===== src/rtl/e203_exu_flush_arb.sv =====
// Fixed-priority flush arbiter onto the IFU flush port, plus instret counter and flush-ack watchdog.
// Grant/ops are combinational (0-cycle); an un-acked grant locks until ack or the source withdraws.
module e203_exu_flush_arb #(
  parameter int NSRC    = 3,
  parameter int PC_W    = 32,
  parameter int CMT_W   = 2,
  parameter int CNT_W   = 64,
  parameter int TMO_CYC = 1024,
  parameter int ID_W    = 2
) (
  input  logic                   clk,
  input  logic                   rst,
  input  logic [NSRC-1:0]        src_flush_req,
  input  logic [NSRC*PC_W-1:0]   src_flush_op1,
  input  logic [NSRC*PC_W-1:0]   src_flush_op2,
  output logic [NSRC-1:0]        src_flush_ack,
  output logic                   pipe_flush_req,
  input  logic                   pipe_flush_ack,
  output logic [PC_W-1:0]        pipe_flush_add_op1,
  output logic [PC_W-1:0]        pipe_flush_add_op2,
  output logic [ID_W-1:0]        flush_src_id,
  output logic                   flush_pulse,
  input  logic [CMT_W-1:0]       cmt_valid,
  input  logic [CMT_W-1:0]       cmt_kill,
  output logic [CNT_W-1:0]       instret_cnt,
  output logic                   tmo_flag,
  input  logic                   tmo_clr
);

  localparam int TC_W = $clog2(TMO_CYC) + 1;

  typedef enum logic {IDLE, LOCKED} state_t;

  state_t          state;
  logic [ID_W-1:0] lock_id;
  logic [TC_W-1:0] tmo_cnt;

  logic [ID_W-1:0]  prio_id;
  logic [ID_W-1:0]  gid;
  logic             any_req;
  logic             held;
  logic             fire;
  logic             tmo_set;
  logic [CNT_W-1:0] inc;

  // Lowest index wins; iterate downward so the last assignment is the winner.
  always_comb begin
    prio_id = '0;
    for (int i = NSRC - 1; i >= 0; i--) begin
      if (src_flush_req[i]) prio_id = ID_W'(i);
    end
  end

  always_comb begin
    any_req = |src_flush_req;
    held    = 1'b0;
    for (int i = 0; i < NSRC; i++) begin
      if (lock_id == ID_W'(i)) held = src_flush_req[i];
    end
    gid            = (state == LOCKED) ? lock_id : prio_id;
    pipe_flush_req = (state == LOCKED) ? held : any_req;
    fire           = pipe_flush_req & pipe_flush_ack;
    flush_pulse    = fire;
  end

  always_comb begin
    src_flush_ack      = '0;
    pipe_flush_add_op1 = '0;
    pipe_flush_add_op2 = '0;
    flush_src_id       = '0;
    for (int i = 0; i < NSRC; i++) begin
      if (gid == ID_W'(i)) begin
        src_flush_ack[i] = fire;
        if (pipe_flush_req) begin
          pipe_flush_add_op1 = src_flush_op1[i*PC_W +: PC_W];
          pipe_flush_add_op2 = src_flush_op2[i*PC_W +: PC_W];
          flush_src_id       = gid;
        end
      end
    end
  end

  always_comb begin
    inc = '0;
    for (int i = 0; i < CMT_W; i++) begin
      if (cmt_valid[i] && !cmt_kill[i]) inc = inc + CNT_W'(1);
    end
  end

  assign tmo_set = (state == LOCKED) && held && !pipe_flush_ack &&
                   (tmo_cnt == TC_W'(TMO_CYC - 1));

  always_ff @(posedge clk) begin
    if (rst) begin
      state       <= IDLE;
      lock_id     <= '0;
      tmo_cnt     <= '0;
      tmo_flag    <= 1'b0;
      instret_cnt <= '0;
    end else begin
      instret_cnt <= instret_cnt + inc;
      case (state)
        IDLE: begin
          if (any_req && !pipe_flush_ack) begin
            lock_id <= prio_id;
            tmo_cnt <= TC_W'(1);
            state   <= LOCKED;
          end
        end
        default: begin
          if (!held || pipe_flush_ack) begin
            tmo_cnt <= '0;
            state   <= IDLE;
          end else if (tmo_cnt != '1) begin
            tmo_cnt <= tmo_cnt + TC_W'(1);
          end
        end
      endcase
      // A set in the same cycle as a clear must win.
      if (tmo_set) tmo_flag <= 1'b1;
      else if (tmo_clr) tmo_flag <= 1'b0;
    end
  end

endmodule


===== config.mk =====
export PLATFORM = sky130hd
export DESIGN_NAME = e203_exu_flush_arb
export DESIGN_NICKNAME = d
export VERILOG_FILES = /design/src/rtl/e203_exu_flush_arb.sv
export SDC_FILE = /design/constraint.sdc
export NUM_CORES = 1
export LEC_CHECK = 0
export ABC_CLOCK_PERIOD_IN_PS = 3600
export CAP_MARGIN = 20
export CELL_PAD_IN_SITES_DETAIL_PLACEMENT = 1
export CELL_PAD_IN_SITES_GLOBAL_PLACEMENT = 2
export CORE_MARGIN = 10
export CORE_UTILIZATION = 20
export CTS_BUF_LIST = sky130_fd_sc_hd__clkbuf_4
export CTS_CLUSTER_DIAMETER = 150
export DETAILED_ROUTE_END_ITERATION = 8
export PLACE_DENSITY_LB_ADDON = 0.1
export SLEW_MARGIN = 20
export SYNTH_ARGS = -nofsm -noshare
export SYNTH_HDL_FRONTEND = slang
export SYNTH_SLANG_ARGS = --single-unit

===== constraint.sdc =====
create_clock -name clk -period 3.6 [get_ports clk]
set_input_delay 0.54 -clock clk [delete_from_list [all_inputs] [get_ports clk]]
set_output_delay 0.54 -clock clk [all_outputs]
set_load 0.05 [all_outputs]

==> Word-level counts from Yosys, hierarchy flattened <==
Cells that the tools add are included.
{ "op_classes": {"magnitude_cmp": 0, "n_shift": 0, "n_reduce_logical": 18, "div": 0, "n_bitwise": 2, "eq_ne": 7, "addsub": 3, "multipliers": 0, "n_mux": 40} }
{ "ops": {"columns": ["operator", "n"], "rows": [
  ["32-bit 2-to-1 mux", 12],
  ["64-bit by 1-bit adder with 64-bit output (second input constant)", 1],
  ["64-bit adder", 1],
  ["64-bit 2-to-1 mux", 1],
  ["11-bit 2-to-1 mux", 4],
  ["2-bit 2-to-1 mux", 10],
  ["1-bit 2-to-1 mux", 13],
  ["11-bit by 1-bit adder with 11-bit output (second input constant)", 1],
  ["11-bit by 10-bit equality test with 1-bit output (second input constant)", 1],
  ["11-bit inequality test (second input constant)", 1],
  ["1-bit logical AND", 6],
  ["2-bit by 1-bit equality test with 1-bit output (second input constant)", 2],
  ["2-bit equality test (second input constant)", 2],
  ["1-bit zero test", 4],
  ["2-bit zero test", 2],
  ["2-bit AND reduction", 2],
  ["2-bit nonzero test", 2],
  ["3-bit by 1-bit inequality test with 1-bit output (second input constant)", 1],
  ["3-bit OR reduction", 1],
  ["1-bit bitwise AND", 1],
  ["1-bit logical OR", 1],
  ["1-bit NOT", 1]
]} }
{ "word_totals": {"register_bits": 79, "input_bits": 203, "romBits": 0, "wordCells": 75, "n_memories": 0, "latchBits": 0, "ram_bits": 0} }

==> Longest topological paths before layout <==
Gate-level depths: netlist (run 1).
{ "logic_depth": {"depth_word": 11, "mapped_depth": 12} }

==> Least setup slack after synthesis (run 1) <==
OpenSTA, ideal clock, no wires.
{ "synth_path": {"path_type": "input-to-reg", "from": "input port cmt_valid[0]", "to": "register instret_cnt[52]", "path_stages": 11, "setup_ns": 0.121, "path_slack_ns": 0.552, "arrival_ns": 2.928, "path_cell_list": "nor2b_1 ha_1 ha_1 inv_1 fa_1 and4b_1 and3_1 nand3_1 clkbuf_1 nor3b_1 mux2_2"} }
{ "synth_between": {"elab_chain_len": 5} }
{ "synth_rtl": {"columns": ["item", "line", "text"], "rows": [
  ["from (decl)", "23", "input logic [CMT_W-1:0] cmt_valid,"],
  ["1-bit logical AND (*)", "86", "if (cmt_valid[i] && !cmt_kill[i]) inc = inc + CNT_W'(1);"],
  ["1-bit 2-to-1 mux (*)", "86", null],
  ["64-bit by 1-bit adder with 64-bit output", "86", null],
  ["64-bit 2-to-1 mux (*)", "86", null],
  ["64-bit adder (*)", "101", "instret_cnt <= instret_cnt + inc;"],
  ["to (signal assigned)", "101", null],
  ["to (decl)", "25", "output logic [CNT_W-1:0] instret_cnt,"]
]} }
Mark *: on every way between the ends. The rest lies on a longest branch, timed or not.
A chain may end at the register's enable or synchronous reset.

==> Worst setup path after layout (run 1) <==
{ "layout_path": {"from": "register state", "to": "output port pipe_flush_add_op2[28]"} }
{ "layout_between": {"elab_chain_len": 7, "elab_cells_between_ends": 11, "classes_between": "eq/ne: 2; mux: 8; reduce/logical: 1"} }
{ "layout_rtl": {"columns": ["item", "line", "text"], "rows": [
  ["from (decl)", "34", "state_t state;"],
  ["from (signal assigned)", "95", "state <= IDLE;"],
  ["from (signal assigned)", "107", "state <= LOCKED;"],
  ["from (signal assigned)", "113", "state <= IDLE;"],
  ["1-bit 2-to-1 mux or 2-bit 2-to-1 mux (tied branches)", "61, 60", null],
  ["32-bit 2-to-1 mux or 2-bit zero test (tied branches)", "74, 72", null],
  ["32-bit 2-to-1 mux", "72", "if (gid == ID_W'(i)) begin"],
  ["32-bit 2-to-1 mux", "74", "if (pipe_flush_req) begin"],
  ["32-bit 2-to-1 mux", "72", null],
  ["32-bit 2-to-1 mux", "74", null],
  ["32-bit 2-to-1 mux (*)", "72", null],
  ["to (decl)", "20", "output logic [PC_W-1:0] pipe_flush_add_op2,"]
]} }
Marks and branches as above.

==> results of run 1 <==
-- placed cells by master, fill, tap and decap left out, drive strengths merged, types with 4 or more instances in the layout --
| master | n |
|---|---|
| nand2 | 33 |
| a21oi | 44 |
| clkbuf | 9 |
| a211oi | 5 |
| mux2 | 66 |
| ha | 4 |
| clkdlybuf4s50 | 266 |
| diode | 8 |
| nor3 | 10 |
| mux2i | 5 |
| nand3 | 31 |
| o21ai | 13 |
| nor2b | 8 |
| nor2 | 109 |
| xnor2 | 10 |
| inv | 17 |
| nand4 | 14 |
| and4 | 4 |
| or4 | 30 |
| or3 | 15 |
| o31ai | 28 |
| buf | 93 |
| a22oi | 65 |
| nand2b | 4 |
| nor4 | 8 |
| clkinv | 6 |
| dfxtp | 79 |
| and3 | 11 |
| xor2 | 12 |
-- sequential cells by signal, indices dropped and copies added, names as in the netlist --
signal / cells
instret_cnt: 64
lock_id: 2
state: 1
tmo_cnt: 11
tmo_flag: 1
-- final timing paths --
check | start | to | slack [ns] | cells past startpoint
max | state$_SDFF_PP0_ | pipe_flush_add_op2[28] | 0.26 | 7
min | instret_cnt[63]$_SDFF_PP0_ | instret_cnt[63]$_SDFF_PP0_ | 0.49 | 2
max reg2reg | instret_cnt[0]$_SDFF_PP0_ | instret_cnt[60]$_SDFF_PP0_ | 1.02 | 9
min reg2reg | instret_cnt[63]$_SDFF_PP0_ | instret_cnt[63]$_SDFF_PP0_ | 0.49 | 2
-- kinds of logic (layout without fill, tap and decap cells) --
| kind of cell | after synthesis | count (layout) |
|---|---|---|
| AOI/OAI and AO/OA | 172 | 172 |
| xor gates and xnor gates | 22 | 22 |
| adders and majority gates | 5 | 5 |
| buffers and inverters | 70 | 391 |
| DFF | 79 | 79 |
| muxes | 71 | 71 |
| other | 0 | 8 |
| and+or+nand+nor | 291 | 291 |
-- routing by layer --
| layer | global-route usage, % | vias to the layer above |
|---|---|---|
| li1 | - | 3292 |
| met1 | 19.0 | 3343 |
| met2 | 31.4 | 215 |
| met3 | 8.37 | 20 |
| met4 | 4.40 | 4 |
| met5 | 0 | - |
-- power by group through the flow --
stage | Sequential (mW) | Combinational, mW | Clock [mW]
6_report | 0.888 | 1.37 | 0.498
5_1_grt | 0.890 | 1.44 | 0.566
3_3_place_gp | 0.907 | 1.38 | 0
4_1_cts | 0.889 | 1.39 | 0.538
2_1_floorplan | 0.917 | 0.589 | 0
3_5_place_dp | 0.907 | 1.38 | 0
-- worst max-delay path, stage by stage, from the launching register on --
cell and delay (ns):
dfxtp_1 0.43, clkinv_1 0.36, mux2i_4 0.38, buf_12 0.27, mux2_2 0.36, a22oi_1 0.23, nor2_1 0.12, buf_12 0.16
-- through the flow --
step           power, mW  setup TNS (ns)  instances
6_report            2.76               0       1417
5_1_grt             2.90               0       1415
4_1_cts             2.81               0       1409
3_5_place_dp        2.29        -0.00133       1393
3_3_place_gp        2.29               0       1393
2_1_floorplan       1.51               0        710
-- final cells by class --
cell class / instances / area [um^2]
diodes: 8 / 20.0
clock buffers: 9 / 67.6
clock inverters: 7 / 45.0
fillers: 3254 / 17300
inverters: 16 / 60.1
multi-input cells: 561 / 3750
flip-flops and latches: 79 / 1580
well taps: 378 / 473
repair buffers: 359 / 4310
==> run_results.csv, run 1 <==
group,metric,value,unit
floorplanning,dieArea,0.0350,mm^2
yosys,synth_edf_count,0,
setup_path,criticalPathCategory,"register to primary output",
floorplanning,rows,61,
grt,grt_pass1_vias,7074,
floorplanning,coreArea,0.0276,mm^2
yosys,yosysMostFrequentCell,"nor2_1",
yosys,yosysTopAreaCell,"dfxtp_1",
power,switching_share,38.2,%
power,power.internal,1.70,mW
timing,skew,0.0490,ns
power,p_comb_share,49.7,%
yosys,netlist_area,0.00558,mm^2
clock_network,cts_root_buf,"clkbuf_4",
clock_network,hold_buffers,0,
setup_path,path_max_fanout,38,
yosys,synth_area_leaders,"dfxtp_1 28%, mux2_2 13%, a22oi_1 8.8%",
timing,setup_viol,0,
yosys,netlist.area_leader.share,28.4,%
timing,fmax,300,MHz
detailed_routing,dr_total_vias,6874,
finish,fin_util,37.3,%
floorplanning,io_pins,339,
yosys,ys_warn_count,0,
yosys,synth_flop_cell,"dfxtp_1",
yosys,yosysSeqAreaShare,28.4,%
min_path,hold_path.class,"register to register",
grt,grt_pass1_wl,47.6,mm
outcome,status,"completed",
setup_path,cp_data_arrival_time,2.80,ns
timing,drv_slew,0,
power,pwr-share-clk,18.1,%
timing,worst_slew_pin_slew,0.793,ns
setup_path,start_kind,"register",
setup_path,worstPathRequired,3.06,ns
placement,portBuffers,338,
detailed_routing,dr.pass1.iters,6,
detailed_routing,drc,0,
grt,antenna_found_initial,11,
power,p_leak,3.63,nW
detailed_routing,antenna_left,0,
yosys,synthesis.nets,918,
placement,post-dp-hpwl,26.7,mm
timing,period_share,92.6,%
yosys,synth_top_family_by_area,"simple AND/OR/NAND/NOR gates",
yosys,yosys.area_share.simple,26.8,%
clock_network,htree_levels,3,
clock_network,clk_path_buf_depth,2,
detailed_routing,met2_length,16.5,mm
finish,drive_gt1_share,18.0,%
yosys,synth-seq-cells,79,
setup_path,critPathCaptureType,"primary output",
clock_network,cts.sink_count,79,
yosys,synthTopCellsByCount,"109 x nor2_1, 79 x dfxtp_1, 66 x mux2_2, 65 x a22oi_1, 44 x a21oi_1",
power,peakVddDrop,0.102,mV
finish,final_area,0.0103,mm^2
yosys,synth_compound_area_share,21.0,%
detailed_routing,viasPerCell,4.85,
power,power_density,267,mW/mm^2
timing,period_needed,3.34,ns
yosys,avgSynthCellArea,7.85,um^2
floorplanning,initial_core_util,20.2,%
grt,grt_max_degree,67,
detailed_routing,wl_met1,12.7,mm
timing,hold_viol_final,0,
finish,final_nets,1234,
placement,place_area,0.0102,mm^2
yosys,synth_xor_area_share,3.46,%
clock_network,cts_setup_buffers,0,
yosys,yosys.area_share.adder,1.26,%
yosys,synth_cells,710,
clock_network,clkTransAtPathRegs,0.15,ns
clock_network,cts_resized,0,
clock_network,cts_tree,"yes",
timing,holdWs,0.489,ns
grt,grt_usage,17.9,%
detailed_routing,wl_per_cell,23.2,um
job,cap_violations,0,
detailed_routing,routed_wl,32.8,mm
detailed_routing,wl_met3,3.18,mm
timing,setup_ws,0.265,ns
yosys,synthDistinctLibCells,52,
clock_network,cts_inserted_buffers,9,
finish,area_delta_synth_final,84.9,%
floorplanning,die_y,187,um
power,pwr-share-seq,32.2,%
placement,place_congestion,0.827,
detailed_routing,first_iter_violations,268,
grt,grt_overflow_total,0,
detailed_routing,highest_layer,"met5",
power,p_switching,1.05,mW
clock_network,clock_latency,0.47,ns
yosys,synthArstFlopShare,0,%
yosys,muxShareOfSynthArea,14.2,%
timing,slew_headroom,46.7,%
floorplanning,die_w,187,um
placement,post-place-ws,-0.00133,ns
timing,rsz0062_at_grt,"no",
No activity file was read; power rests on OpenSTA's default activity.
==> run 2: changes to the inputs <==
--- a/config.mk
+++ b/config.mk
@@ -12,7 +12,6 @@
 export CORE_MARGIN = 10
 export CORE_UTILIZATION = 20
 export CTS_BUF_LIST = sky130_fd_sc_hd__clkbuf_4
-export CTS_CLUSTER_DIAMETER = 150
 export DETAILED_ROUTE_END_ITERATION = 8
 export PLACE_DENSITY_LB_ADDON = 0.1
 export SLEW_MARGIN = 20
==> results of run 2 <==
No change in the layout: final DEF, timing and power equal those of run 1.
